--- src/rtl/led_cmd_sched_if.sv ---
// Key-event inputs and counter-command outputs of the LED command scheduler.
// The master modport drives the keys; the slave modport is the scheduler.
interface led_cmd_sched_if;
    logic       key_flag0;
    logic       key_state0;
    logic       key_flag1;
    logic       key_state1;
    logic       cmd_inc;
    logic       cmd_dec;
    logic       busy;
    logic [1:0] rpt_act;

    modport master (
        output key_flag0, key_state0, key_flag1, key_state1,
        input  cmd_inc, cmd_dec, busy, rpt_act
    );

    modport slave (
        input  key_flag0, key_state0, key_flag1, key_state1,
        output cmd_inc, cmd_dec, busy, rpt_act
    );
endinterface

--- src/rtl/led_cmd_sched.sv ---
// LED command scheduler: turns debounced key presses and auto-repeat ticks into
// spaced, mutually exclusive one-cycle increment/decrement commands.
module led_cmd_sched #(
    parameter int HOLD_CYC   = 25_000_000,
    parameter int REPEAT_CYC = 5_000_000,
    parameter int GAP_CYC    = 4,
    parameter int PEND_MAX   = 3
) (
    input  logic           Clk,
    input  logic           Rst_n,
    led_cmd_sched_if.slave bus
);
    localparam int TMR_MAX = (HOLD_CYC > REPEAT_CYC) ? HOLD_CYC : REPEAT_CYC;
    localparam int TMR_W   = ($clog2(TMR_MAX) > 0) ? $clog2(TMR_MAX) : 1;
    localparam int GAP_W   = ($clog2(GAP_CYC + 1) > 0) ? $clog2(GAP_CYC + 1) : 1;
    localparam logic [TMR_W-1:0] HOLD_TERM = TMR_W'(HOLD_CYC - 1);
    localparam logic [TMR_W-1:0] RPT_TERM  = TMR_W'(REPEAT_CYC - 1);
    localparam logic [GAP_W-1:0] GAP_LOAD  = GAP_W'(GAP_CYC - 1);
    localparam logic [2:0]       PEND_SAT  = 3'(PEND_MAX);

    typedef enum logic [1:0] {
        ST_IDLE  = 2'd0,
        ST_ISSUE = 2'd1,
        ST_GAP   = 2'd2
    } state_t;

    state_t                 state_r, state_nxt_s;
    logic                   gnt_r, gnt_nxt_s;
    logic                   rr_r, rr_nxt_s;
    logic [GAP_W-1:0]       gap_r, gap_nxt_s;
    logic [1:0]             key_flag_s, key_state_s, press_s, tick_s, inc_s, dec_s, req_s;
    logic [1:0][2:0]        pend_r, pend_nxt_s;
    logic [1:0][TMR_W-1:0]  tmr_r, tmr_nxt_s;
    logic [1:0]             rpt_r, rpt_nxt_s;
    logic                   cmd_inc_r, cmd_dec_r, busy_r;

    assign key_flag_s  = {bus.key_flag1, bus.key_flag0};
    assign key_state_s = {bus.key_state1, bus.key_state0};
    assign press_s     = key_flag_s & ~key_state_s;
    assign inc_s       = press_s | tick_s;
    assign req_s       = {(pend_r[1] != 3'd0), (pend_r[0] != 3'd0)};

    // Hold/repeat timers: any edge or a released key restarts the hold phase
    always_comb begin
        tmr_nxt_s = tmr_r;
        rpt_nxt_s = rpt_r;
        tick_s    = 2'b00;
        for (int k = 0; k < 2; k++) begin
            if (key_flag_s[k] || key_state_s[k]) begin
                tmr_nxt_s[k] = '0;
                rpt_nxt_s[k] = 1'b0;
            end else if (tmr_r[k] == (rpt_r[k] ? RPT_TERM : HOLD_TERM)) begin
                tick_s[k]    = 1'b1;
                rpt_nxt_s[k] = 1'b1;
                tmr_nxt_s[k] = '0;
            end else begin
                tmr_nxt_s[k] = tmr_r[k] + 1'b1;
            end
        end
    end

    // Scheduler next-state: round-robin grant, one ISSUE cycle, then a gap
    always_comb begin
        state_nxt_s = state_r;
        gnt_nxt_s   = gnt_r;
        rr_nxt_s    = rr_r;
        gap_nxt_s   = gap_r;
        dec_s       = 2'b00;
        case (state_r)
            ST_IDLE: begin
                if (req_s == 2'b11) begin
                    gnt_nxt_s   = ~rr_r;
                    rr_nxt_s    = ~rr_r;
                    state_nxt_s = ST_ISSUE;
                end else if (req_s[0]) begin
                    gnt_nxt_s   = 1'b0;
                    state_nxt_s = ST_ISSUE;
                end else if (req_s[1]) begin
                    gnt_nxt_s   = 1'b1;
                    state_nxt_s = ST_ISSUE;
                end else begin
                    state_nxt_s = ST_IDLE;
                end
            end
            ST_ISSUE: begin
                dec_s[gnt_r] = 1'b1;
                gap_nxt_s    = GAP_LOAD;
                state_nxt_s  = ST_GAP;
            end
            ST_GAP: begin
                if (gap_r == '0) begin
                    state_nxt_s = ST_IDLE;
                end else begin
                    gap_nxt_s = gap_r - 1'b1;
                end
            end
            default: begin
                state_nxt_s = ST_IDLE;
                gap_nxt_s   = '0;
            end
        endcase
    end

    // Pending counters: saturating increment, decrement on issue, net zero when both
    always_comb begin
        pend_nxt_s = pend_r;
        for (int k = 0; k < 2; k++) begin
            if (inc_s[k] && !dec_s[k]) begin
                pend_nxt_s[k] = (pend_r[k] >= PEND_SAT) ? pend_r[k] : pend_r[k] + 3'd1;
            end else if (dec_s[k] && !inc_s[k] && (pend_r[k] != 3'd0)) begin
                pend_nxt_s[k] = pend_r[k] - 3'd1;
            end else begin
                pend_nxt_s[k] = pend_r[k];
            end
        end
    end

    // Scheduler state register
    always_ff @(posedge Clk or negedge Rst_n) begin
        if (!Rst_n) begin
            state_r <= ST_IDLE;
            gnt_r   <= 1'b0;
            rr_r    <= 1'b1;
            gap_r   <= '0;
        end else begin
            state_r <= state_nxt_s;
            gnt_r   <= gnt_nxt_s;
            rr_r    <= rr_nxt_s;
            gap_r   <= gap_nxt_s;
        end
    end

    // Per-key pending counters, hold timers and repeat flags
    always_ff @(posedge Clk or negedge Rst_n) begin
        if (!Rst_n) begin
            pend_r <= '0;
            tmr_r  <= '0;
            rpt_r  <= 2'b00;
        end else begin
            pend_r <= pend_nxt_s;
            tmr_r  <= tmr_nxt_s;
            rpt_r  <= rpt_nxt_s;
        end
    end

    // Outputs are registered from next-state so commands align with ISSUE
    always_ff @(posedge Clk or negedge Rst_n) begin
        if (!Rst_n) begin
            cmd_inc_r <= 1'b0;
            cmd_dec_r <= 1'b0;
            busy_r    <= 1'b0;
        end else begin
            cmd_inc_r <= (state_nxt_s == ST_ISSUE) && !gnt_nxt_s;
            cmd_dec_r <= (state_nxt_s == ST_ISSUE) && gnt_nxt_s;
            busy_r    <= (state_nxt_s != ST_IDLE) || (|pend_nxt_s);
        end
    end

    assign bus.cmd_inc = cmd_inc_r;
    assign bus.cmd_dec = cmd_dec_r;
    assign bus.busy    = busy_r;
    assign bus.rpt_act = rpt_r;
endmodule
--- src/flat_wrapper.sv ---
// flat-port wrapper written by rule: the top's interface ports become plain ports
module led_cmd_sched_flat 
#(
    parameter int HOLD_CYC   = 25_000_000,
    parameter int REPEAT_CYC = 5_000_000,
    parameter int GAP_CYC    = 4,
    parameter int PEND_MAX   = 3
)
  (Clk, Rst_n, bus_key_flag0, bus_key_state0, bus_key_flag1, bus_key_state1, bus_cmd_inc, bus_cmd_dec, bus_busy, bus_rpt_act);
  led_cmd_sched_if bus_i ();
  input  logic Clk;
  input  logic Rst_n;
  input wire logic [$bits(bus_i.key_flag0)-1:0] bus_key_flag0;
  input wire logic [$bits(bus_i.key_state0)-1:0] bus_key_state0;
  input wire logic [$bits(bus_i.key_flag1)-1:0] bus_key_flag1;
  input wire logic [$bits(bus_i.key_state1)-1:0] bus_key_state1;
  output wire logic [$bits(bus_i.cmd_inc)-1:0] bus_cmd_inc;
  output wire logic [$bits(bus_i.cmd_dec)-1:0] bus_cmd_dec;
  output wire logic [$bits(bus_i.busy)-1:0] bus_busy;
  output wire logic [$bits(bus_i.rpt_act)-1:0] bus_rpt_act;
  assign bus_i.key_flag0 = bus_key_flag0;
  assign bus_i.key_state0 = bus_key_state0;
  assign bus_i.key_flag1 = bus_key_flag1;
  assign bus_i.key_state1 = bus_key_state1;
  assign bus_cmd_inc = bus_i.cmd_inc;
  assign bus_cmd_dec = bus_i.cmd_dec;
  assign bus_busy = bus_i.busy;
  assign bus_rpt_act = bus_i.rpt_act;
  led_cmd_sched #(.HOLD_CYC(HOLD_CYC), .REPEAT_CYC(REPEAT_CYC), .GAP_CYC(GAP_CYC), .PEND_MAX(PEND_MAX)) u_core (.Clk(Clk), .Rst_n(Rst_n), .bus(bus_i));
endmodule
--- config.mk ---
export PLATFORM = sky130hd
export DESIGN_NAME = led_cmd_sched_flat
export DESIGN_NICKNAME = d
export VERILOG_FILES = /design/src/rtl/led_cmd_sched_if.sv /design/src/rtl/led_cmd_sched.sv /design/src/flat_wrapper.sv
export SDC_FILE = /design/constraint.sdc
export NUM_CORES = 1
export LEC_CHECK = 0
export BUFFER_PORTS_ARGS = -buffer_cell sky130_fd_sc_hd__clkbuf_2
export CAP_MARGIN = 20
export CORE_MARGIN = 1.5
export CORE_UTILIZATION = 60
export DETAILED_ROUTE_END_ITERATION = 10
export PLACE_DENSITY = 0.77
export SYNTH_ARGS = -nofsm -noshare
export SYNTH_HDL_FRONTEND = slang
export SYNTH_SLANG_ARGS = --single-unit
--- constraint.sdc ---
create_clock -name Clk -period 3.9 [get_ports Clk]
set_input_delay 0.195 -clock Clk [delete_from_list [all_inputs] [get_ports Clk]]
set_output_delay 0.195 -clock Clk [all_outputs]
set_load 0.005 [all_outputs]
Yosys cells after proc, flatten, opt, wreduce, memory -nomap -nowiden
Index checks and enable logic that the tools add are counted.
Operators by class
  add/subtract/negate cells: 7
  magnitude comparators: 4
  equality and inequality tests: 7
  multiplexer cells: 34
  bitwise gates (word level): 5
  reduce and logical (&&, ||, !) cells: 27
Operators by type and width (count)
  two-way mux 25 bit: 6
  adder 25 x 1 -> 25 bit (second input constant): 2
  == test 25 bit: 2
  two-way mux 3 bit: 7
  two-way mux 1 bit: 14
  logical AND 1 bit: 9
  one-hot mux 3 bit (3 select lines): 1
  subtractor 3 x 1 -> 3 bit (second input constant): 3
  two-way mux 2 bit: 4
  adder 3 x 1 -> 3 bit (second input constant): 2
  >= comparator 3 x 2 -> 1 bit (second input constant): 2
  one-hot mux 2 bit (3 select lines): 1
  nonzero test 2 bit: 3
  nonzero test 3 bit: 2
  OR reduction 6 bit: 1
  logical NOT 1 bit: 5
  == test 2 x 1 -> 1 bit (second input constant): 2
  == test 2 bit (second input constant): 2
  AND reduction 2 bit: 2
  logical NOT 3 bit: 1
  logical OR 1 bit: 3
  AND 2 bit: 1
  logical NOT 2 bit: 1
  less-than comparator 1 x 2 -> 1 bit (second input constant): 1
  6 further kinds: 7
Word-level totals
  flip-flop bits (word level): 68

Logic depth before layout (Yosys ltp)
Gate-level depths: netlist of the first run.
  depth in word-level cells: 12
  mapped depth: 9

Worst setup path before layout of the first run
No wires, ideal clock.
  path kind: flip-flop to flip-flop
  from: register u_core.tmr_r[45] in the netlist's numbering
  to: register u_core.busy_r, in the netlist u_core.bus.busy
  library setup time: 0.138 ns
  arrival: 2.560 ns
  required time: 3.762 ns
  slack: 1.202 ns
  cell stages (with the launch flop): 9
  period minus slack after synthesis: 2.698 ns
  cells stage by stage: dfrtp_1 buf_6 nor4b_2 a31oi_1 o41ai_4 nand2_2 a211o_1 or4_1 or4_1
RTL lines
  start: declaration: RTL line led_cmd_sched.sv:33  | logic [1:0][TMR_W-1:0] tmr_r, tmr_nxt_s;
  start signal: assignment: RTL line led_cmd_sched.sv:141  | tmr_r <= tmr_nxt_s;
  end signal: assignment: RTL line led_cmd_sched.sv:155  | busy_r <= (state_nxt_s != ST_IDLE) || (|pend_nxt_s);
  end: declaration: RTL line led_cmd_sched.sv:35  | logic cmd_inc_r, cmd_dec_r, busy_r;

==> metrics.md, run 1 <==
| Metric | Value |
|---|---|
| Nets | 414 |
| Initial Util | 0.6146 |
| Final RePlAce weighted congestion | 0.7796 |
| Crit-path cells | nor4b_1, nand4b_1, o41ai_4, nand2_2, a211o_1, or4_1, or4_1 |
| Leakage | 1.731 nW |
| Hold path depth | 2 |
| Vias in the first global route | 2578 |
| Via count | 2695 |
| Initial antenna violation count | 0 |
| Post-Synthesis Cell Area | 3617 um2 |
| Mapped Cells | between 300 and 400 |
| CTS root buffer | clkbuf_8 |
| Setup repair after global routing missed its margin | no |
| Hold Startpoint | bus_key_flag1 |
| Drt wl/cell | 14.24 um |
| Drt first pass iters | 4 |
| Max stage delay cell, worst path | o41ai_4 |
| Maximum vdd drop | 0.0003318 V |
| Slowest stage delay, CP | 460 ps |
| Worst setup EP type | flop |
| Largest net degree at the start of global routing | 39 |
| Setup CP Type | reg -> reg |
| Core ar. | a little under 6000 um2 |
| Post-route DRC | 0 |
| CP dominant cell by count | or4_1 |
| Number of port buffers | 10 |
| Power Density | around 490 nW/um2 |
| Min Tclk post-route | 2840 ps |
| Critical R2R Capture | u_core.bus.busy |
| Global Route Usage Sum | 0.2324 |
| 1st-iter DRT viols | 135 |
| Diodes inserted | 0 |
| Commonest non-fill, non-tap cell in the layout | dfrtp_1 |
| CTS tree | built |
| Net Count, Synth | between 300 and 400 |
| Layout cells sized above 1 | 0.08543 |
| HP Class | in -> reg |
| Biggest area consumer among synthesized cells | dfrtp_1 |
| Area delta synth->final | 9.063% |
| Clock Skew | 13.76 ps |
| Clock-pin transition on the worst setup and hold timing paths | roughly 70 ps |
| R2r worst-path depth | 7 |
| Vias per cell | approximately 5.7 |
| Arrival @ worst endpoint | 3060 ps |
| Setup_tns | 0 ps |
| Synth area leaders | dfrtp_1 46%, xor2_1 6.8%, nor2_1 5.7% |
| Post-DP HPWL | between 4 and 5 mm |
| Routed Antenna Nets | 0 |
| Clock sink total | 68 |
| Die area | 6504 um2 |
| Fmax | 352.1 MHz |
| H-tree depth | 3 |
| CP Launch Type | flop |
| Top FF cell, synth | dfrtp_1 |
| Post-DP Area | approximately 3700 um2 |
| Global route total overflow | 0 |
| Die W | just over 80 um |
| Sequential area share after synthesis | 0.4708 |
| Average size of a mapped cell | 9.569 um2 |
| Most frequent cells in the layout | 67 x dfrtp_1, 55 x nor2_1, 29 x nand2_1 |
| Resized Gates After CTS | 0 |
| # IOs | 11 |
| FP Rows | 28 |
| DIE HEIGHT | 80.65 um |
| Worst-Margin Slew | 862.9 ps |
| FF+latch count, synth | 68 |
| Async S/R FF share, synth | 1.000 |
| Design Power | 1.933 mW |
| Final std cells w/o fill | 473 |
| Number of enable flip-flop cells after synthesis | 0 |
| Post-synth cell types | between 50 and 60 |
| Hold worst-path end | u_core.bus.rpt_act[1] |
| Reg2reg start | u_core.tmr_r[31] |
| Largest buffer count on any clock path | 2 |
| Max-Cap Viols | 0 |
| Slew Limit Fails | 0 |
| Setup violators final | 0 |
| Final instance area | 3945 um2 |
| Worst R2R Setup Slack | 1060 ps |
| CTS Buf Count | 9 |
| Top cell type's share of synthesized area | 0.4635 |
| Relative slew margins | 0.4248 |
| Placed cell count | 456 |
| Critical-path maximum fanout | 7 |
| Status | finished clean |
| Final Routed Wirelength | 6.736 mm |
| Required time of the critical path | about 4000 ps |
| Worst skew pair latency | 340 ps |
| First-pass GRT wire length | 11.60 mm |
| Fin. Hold Viols | 0 |
| Synth warnings | 0 |
| Fin crit share | 0.7283 |
[how the worst max path moves through the flow]
stage	start	endpoint	slack (ps)
after global routing	u_core.tmr_r[32]	u_core.bus.busy	890
after floorplan	u_core.tmr_r[45]	u_core.bus.busy	1200
final	u_core.tmr_r[31]	u_core.bus.busy	1060
after global placement	u_core.tmr_r[31]	u_core.bus.busy	1110
after CTS	u_core.tmr_r[32]	u_core.bus.busy	1050
after detailed placement	u_core.tmr_r[31]	u_core.bus.busy	1070
[per-layer routing]
| metal | vias to the layer above | global-route usage | part of all wire | routed length (um) |
|---|---|---|---|---|
| li1 | 1357 | - | - | - |
| met1 | 1296 | 0.3142 | 0.50 | 3367 |
| met2 | 33 | 0.3664 | 0.46 | 3114 |
| met3 | 9 | 0.05455 | 0.025 | 169 |
| met4 | 0 | 0.07931 | 0.012 | 84 |
| met5 | - | 0 | 0 | 0 |
[cells by family (layout without fill, tap and decap cells)]
group,after synthesis,in the layout,share of synthesized area
and+or+nand+nor,179,179,0.2553
adders and majority gates,15,15,0.05189
buffers and inverters,25,45,0.02802
xor gates and xnor gates,41,41,0.09928
AOI/OAI and AO/OA,49,49,0.09167
DFF,68,68,0.4708
muxes,1,1,0.003113
[per-stage QoR]
stage	worst slack, ps	hold WS [ps]	util
after CTS	1049	29.14	0.6703
after detailed placement	1067	349.1	0.6339
after global placement	1110	343.9	0.6339
after floorplan	1202	-100.6	-
after global routing	894.7	41.78	0.6703
final	1060	39.10	0.6703
[state kept, by name, summed over array words and instances, names as in the netlist]
name                count
u_core.pend_r           6
u_core.bus.rpt_act      2
u_core.tmr_r           50
u_core.bus.cmd_dec      1
u_core.gnt_r            1
u_core.bus.busy         1
u_core.gap_r            3
u_core.rr_r             1
u_core.state_r          2
u_core.bus.cmd_inc      1
[power by group]
part | internal, mW | leakage [nW] | switching (mW)
Combinational | 0.204 | 0.716 | 0.287
Clock | 0.331 | 0.0959 | 0.265
Sequential | 0.779 | 0.919 | 0.0669
Total | 1.31 | 1.73 | 0.619
[area by class of cell]
| type | count | area, um2 |
|---|---|---|
| Clock inverter | 3 | 45.04 |
| Tap cell | 75 | 93.84 |
| Inverter | 17 | 63.81 |
| Multi-Input combinational cell | 285 | 1813 |
| Timing Repair Buffer | 12 | 67.56 |
| Sequential cell | 68 | 1703 |
| Clock buffer | 13 | 158.9 |
| Fill cell | 482 | 1941 |
[cell usage after synthesis, drive strengths merged, types with 4 or more instances]
| cell | count |
|---|---|
| o21ai | 14 |
| clkbuf | 7 |
| nand3 | 22 |
| dfrtp | 67 |
| and4 | 4 |
| nor4b | 4 |
| and3 | 17 |
| nand4 | 9 |
| ha | 15 |
| a21oi | 13 |
| inv | 17 |
| xor2 | 28 |
| or3 | 11 |
| nor3 | 10 |
| nor2 | 55 |
| a31oi | 4 |
| xnor2 | 13 |
| nand2 | 30 |
[worst max-delay path: cells and delay by family, from the launching register on]
family,cells,cell delay [ps]
AND/OR/NAND/NOR,5,1540
AO/OA/AOI/OAI,2,760
flip-flops,1,420
[repair_timing]
item	CTS	global route
buffers inserted	0	0
hold endpoints to repair	36	0
hold buffers	1	0
No activity file was read; power rests on OpenSTA's default activity.
==> run 2: changes to the inputs <==
--- a/config.mk
+++ b/config.mk
@@ -8,9 +8,9 @@
 export BUFFER_PORTS_ARGS = -buffer_cell sky130_fd_sc_hd__clkbuf_2
 export CAP_MARGIN = 20
 export CORE_MARGIN = 1.5
-export CORE_UTILIZATION = 60
+export CORE_UTILIZATION = 56
 export DETAILED_ROUTE_END_ITERATION = 10
-export PLACE_DENSITY = 0.77
+export PLACE_DENSITY = 0.76
 export SYNTH_ARGS = -nofsm -noshare
 export SYNTH_HDL_FRONTEND = slang
 export SYNTH_SLANG_ARGS = --single-unit
==> constraint.sdc (replaced) <==
create_clock -name Clk -period 2.3 [get_ports Clk]
set_input_delay 0.115 -clock Clk [delete_from_list [all_inputs] [get_ports Clk]]
set_output_delay 0.115 -clock Clk [all_outputs]
set_load 0.005 [all_outputs]
==> run 2 against run 1 <==
Net effect:
- the run now ends with setup timing left
- setup slack got worse by 1500 ps
- design area rose by 20%
- critical path depth did not move
- non-clock buffer count rose by 90
- first-iteration DRC count rose by 60%
- die area rose by 6.9%
- core utilization rose by 8.4 points
- power rose by 84%
- critical path type unchanged
- combinational power rose by 130%
- cell count rose by 19%
- routed wire length rose by 25%
- clock skew fell by 4.5 ps
==> metrics.md, run 2 (same netlist as run 1, synthesis figures left out) <==
| Metric | Value |
|---|---|
| Design Power | approximately 3.5 mW |
| H-tree depth | 3 |
| Post-DP Area | 4350 um2 |
| Setup WS pre-CTS | -466.9 ps |
| Fin crit share | 1.204 |
| Setup repair after global routing missed its margin | yes |
| # IOs | 11 |
| Global route total overflow | 0 |
| Post-route DRC | 0 |
| Largest buffer count on any clock path | 2 |
| Clock sink total | 68 |
| Placed cell count | 536 |
| DIE HEIGHT | 83.37 um |
| Post-DP HPWL | 5.617 mm |
| Global Route Usage Sum | 0.2535 |
| Commonest non-fill, non-tap cell in the layout | buf_4 |
| Max-Cap Viols | 0 |
| Sw Pwr | 1.089 mW |
| HP Class | in -> reg |
| Initial antenna violation count | 0 |
| Final std cells w/o fill | ~560 |
| Die area | 6951 um2 |
| Status | finished with violations |
| Top flop regs | u_core.tmr_r: 50 flops, u_core.pend_r: 6 flops, u_core.gap_r: 3 flops |
| Nets | 504 |
| Required time of the critical path | 2510 ps |
| Relative slew margins | 0.6620 |
| Slew Limit Fails | 0 |
| Arrival @ worst endpoint | 2980 ps |
| 1st-iter DRT viols | 216 |
| Critical-path maximum fanout | 3 |
| Clock-pin transition on the worst setup and hold timing paths | ~70 ps |
| Worst-Margin Slew | 504.7 ps |
| Drt wl/cell | 14.97 um |
| Maximum vdd drop | 0.0008065 V |
| Power Density | 749.6 nW/um2 |
| Logic pwr share | 0.323 |
| Die W | 83.37 um |
| Diodes inserted | 0 |
| CTS root buffer | clkbuf_8 |
| Leakage | approximately 2.2 nW |
| Sw frac | 0.3069 |
| Most frequent cells in the layout | 85 x buf_4, 67 x dfrtp_1, 55 x nor2_1 |
| Setup violators final | 2 |
| Failing checks | setup timing |
| Fmax | 361.0 MHz |
| Largest register FFs | 50 |
| Clk pwr share | 0.286 |
| Final WS setup | -470.1 ps |
| CP Launch Type | flop |
| Routed Antenna Nets | 0 |
| First-pass GRT wire length | 14.21 mm |
| Largest net degree at the start of global routing | 69 |
| Core ar. | 6277 um2 |
| Final RePlAce weighted congestion | 0.8482 |
| Via count | 3190 |
| Setup CP Type | reg -> reg |
| Worst setup EP type | flop |
| FP Rows | 29 |
| Initial Util | 0.5762 |
| Setup_tns | -508.3 ps |
| P_int | 2.460 mW |
| Drt first pass iters | 4 |
| Clock Skew | roughly 9.2 ps |
| Final instance area | approximately 4700 um2 |
| Area delta synth->final | 30.89% |
| Final Routed Wirelength | 8.441 mm |
| Fin. Hold Viols | 0 |
| Layout cells sized above 1 | 0.2628 |
| Top reg by flops | u_core.tmr_r |
| Vias per cell | 5.656 |
| Min Tclk post-route | 2770 ps |
| Sequential power share | 0.391 |
| Worst skew pair latency | about 340 ps |
| CTS Buf Count | 9 |
| Number of port buffers | 10 |
| Vias in the first global route | 3193 |
| CTS tree | built |
run 2: cell count changes in the layout (fill, tap and decap cells not counted), moves of 2 or more:
cell	delta
a211oi_2	+2
a211oi_1	-2
nor4b_1	-2
or3_4	+2
buf_4	+84
dlygate4sd3_1	+4
clkinvlp_4	-2
buf_12	+2
run 2: path summary, 6_finish.rpt:
kind | start | end | slack [ps] | cells past startpoint
setup / recovery | u_core.tmr_r[32] | u_core.bus.busy | -470 | 7
hold / removal | bus_key_state0 | u_core.pend_r[2] | 270 | 5
setup reg to reg | u_core.tmr_r[32] | u_core.bus.busy | -470 | 7
hold reg to reg | u_core.rr_r | u_core.rr_r | 500 | 1
max in group asynchronous | Rst_n | u_core.rr_r | 1640 | 3
min in group asynchronous | Rst_n | u_core.tmr_r[10] | 330 | 3
run 2: per-stage QoR:
step | utilization | hold WS (ps)
after floorplan | - | -180.6
after global placement | 0.6930 | 165.3
after detailed placement | 0.6930 | 167.7
after CTS | 0.7417 | 227.6
after global routing | 0.7542 | 304.9
final | 0.7542 | 270.9
run 2: layer usage:
metal	wire, um	track usage	up-vias
met4	90	0.1136	0
met3	238	0.03877	8
met1	3708	0.3283	1596
met2	4403	0.4220	55
li1	-	-	1531
met5	0	0	-
run 2: timing repair:
action	in CTS	in global routing
setup endpoints to repair	2	8
hold endpoints to repair	69	1
gates resized for setup	5	7
setup buffers	3	5
pin swaps	6	8
hold buffers	5	1
run 2: power by group through the flow:
stage | combinational [mW] | sequential [mW] | clock (mW)
finish | 1.15 | 1.39 | 1.02
global route | 1.28 | 1.40 | 1.08
CTS | 1.13 | 1.39 | 1.03
detailed placement | 1.09 | 1.41 | 0
global placement | 1.04 | 1.40 | 0
floorplan | 0.624 | 1.43 | 0
run 2: area by class of cell:
| type | count | area (um2) |
|---|---|---|
| multi-input cells | 285 | 1891 |
| repair buffers | 102 | 778.2 |
| clock inverters | 1 | 30.03 |
| fillers | 436 | 1543 |
| clock buffers | 14 | 172.7 |
| inverters | 17 | 63.81 |
| flip-flops and latches | 68 | 1703 |
| well taps | 77 | 96.34 |
run 2: worst max-delay path, cell delays in order (launching register included):
cell	delay, ps
dfrtp_1	430
nor4b_4	320
nand4b_1	200
o41ai_4	520
a211oi_2	140
a211o_1	250
or4_1	390
or4_1	400
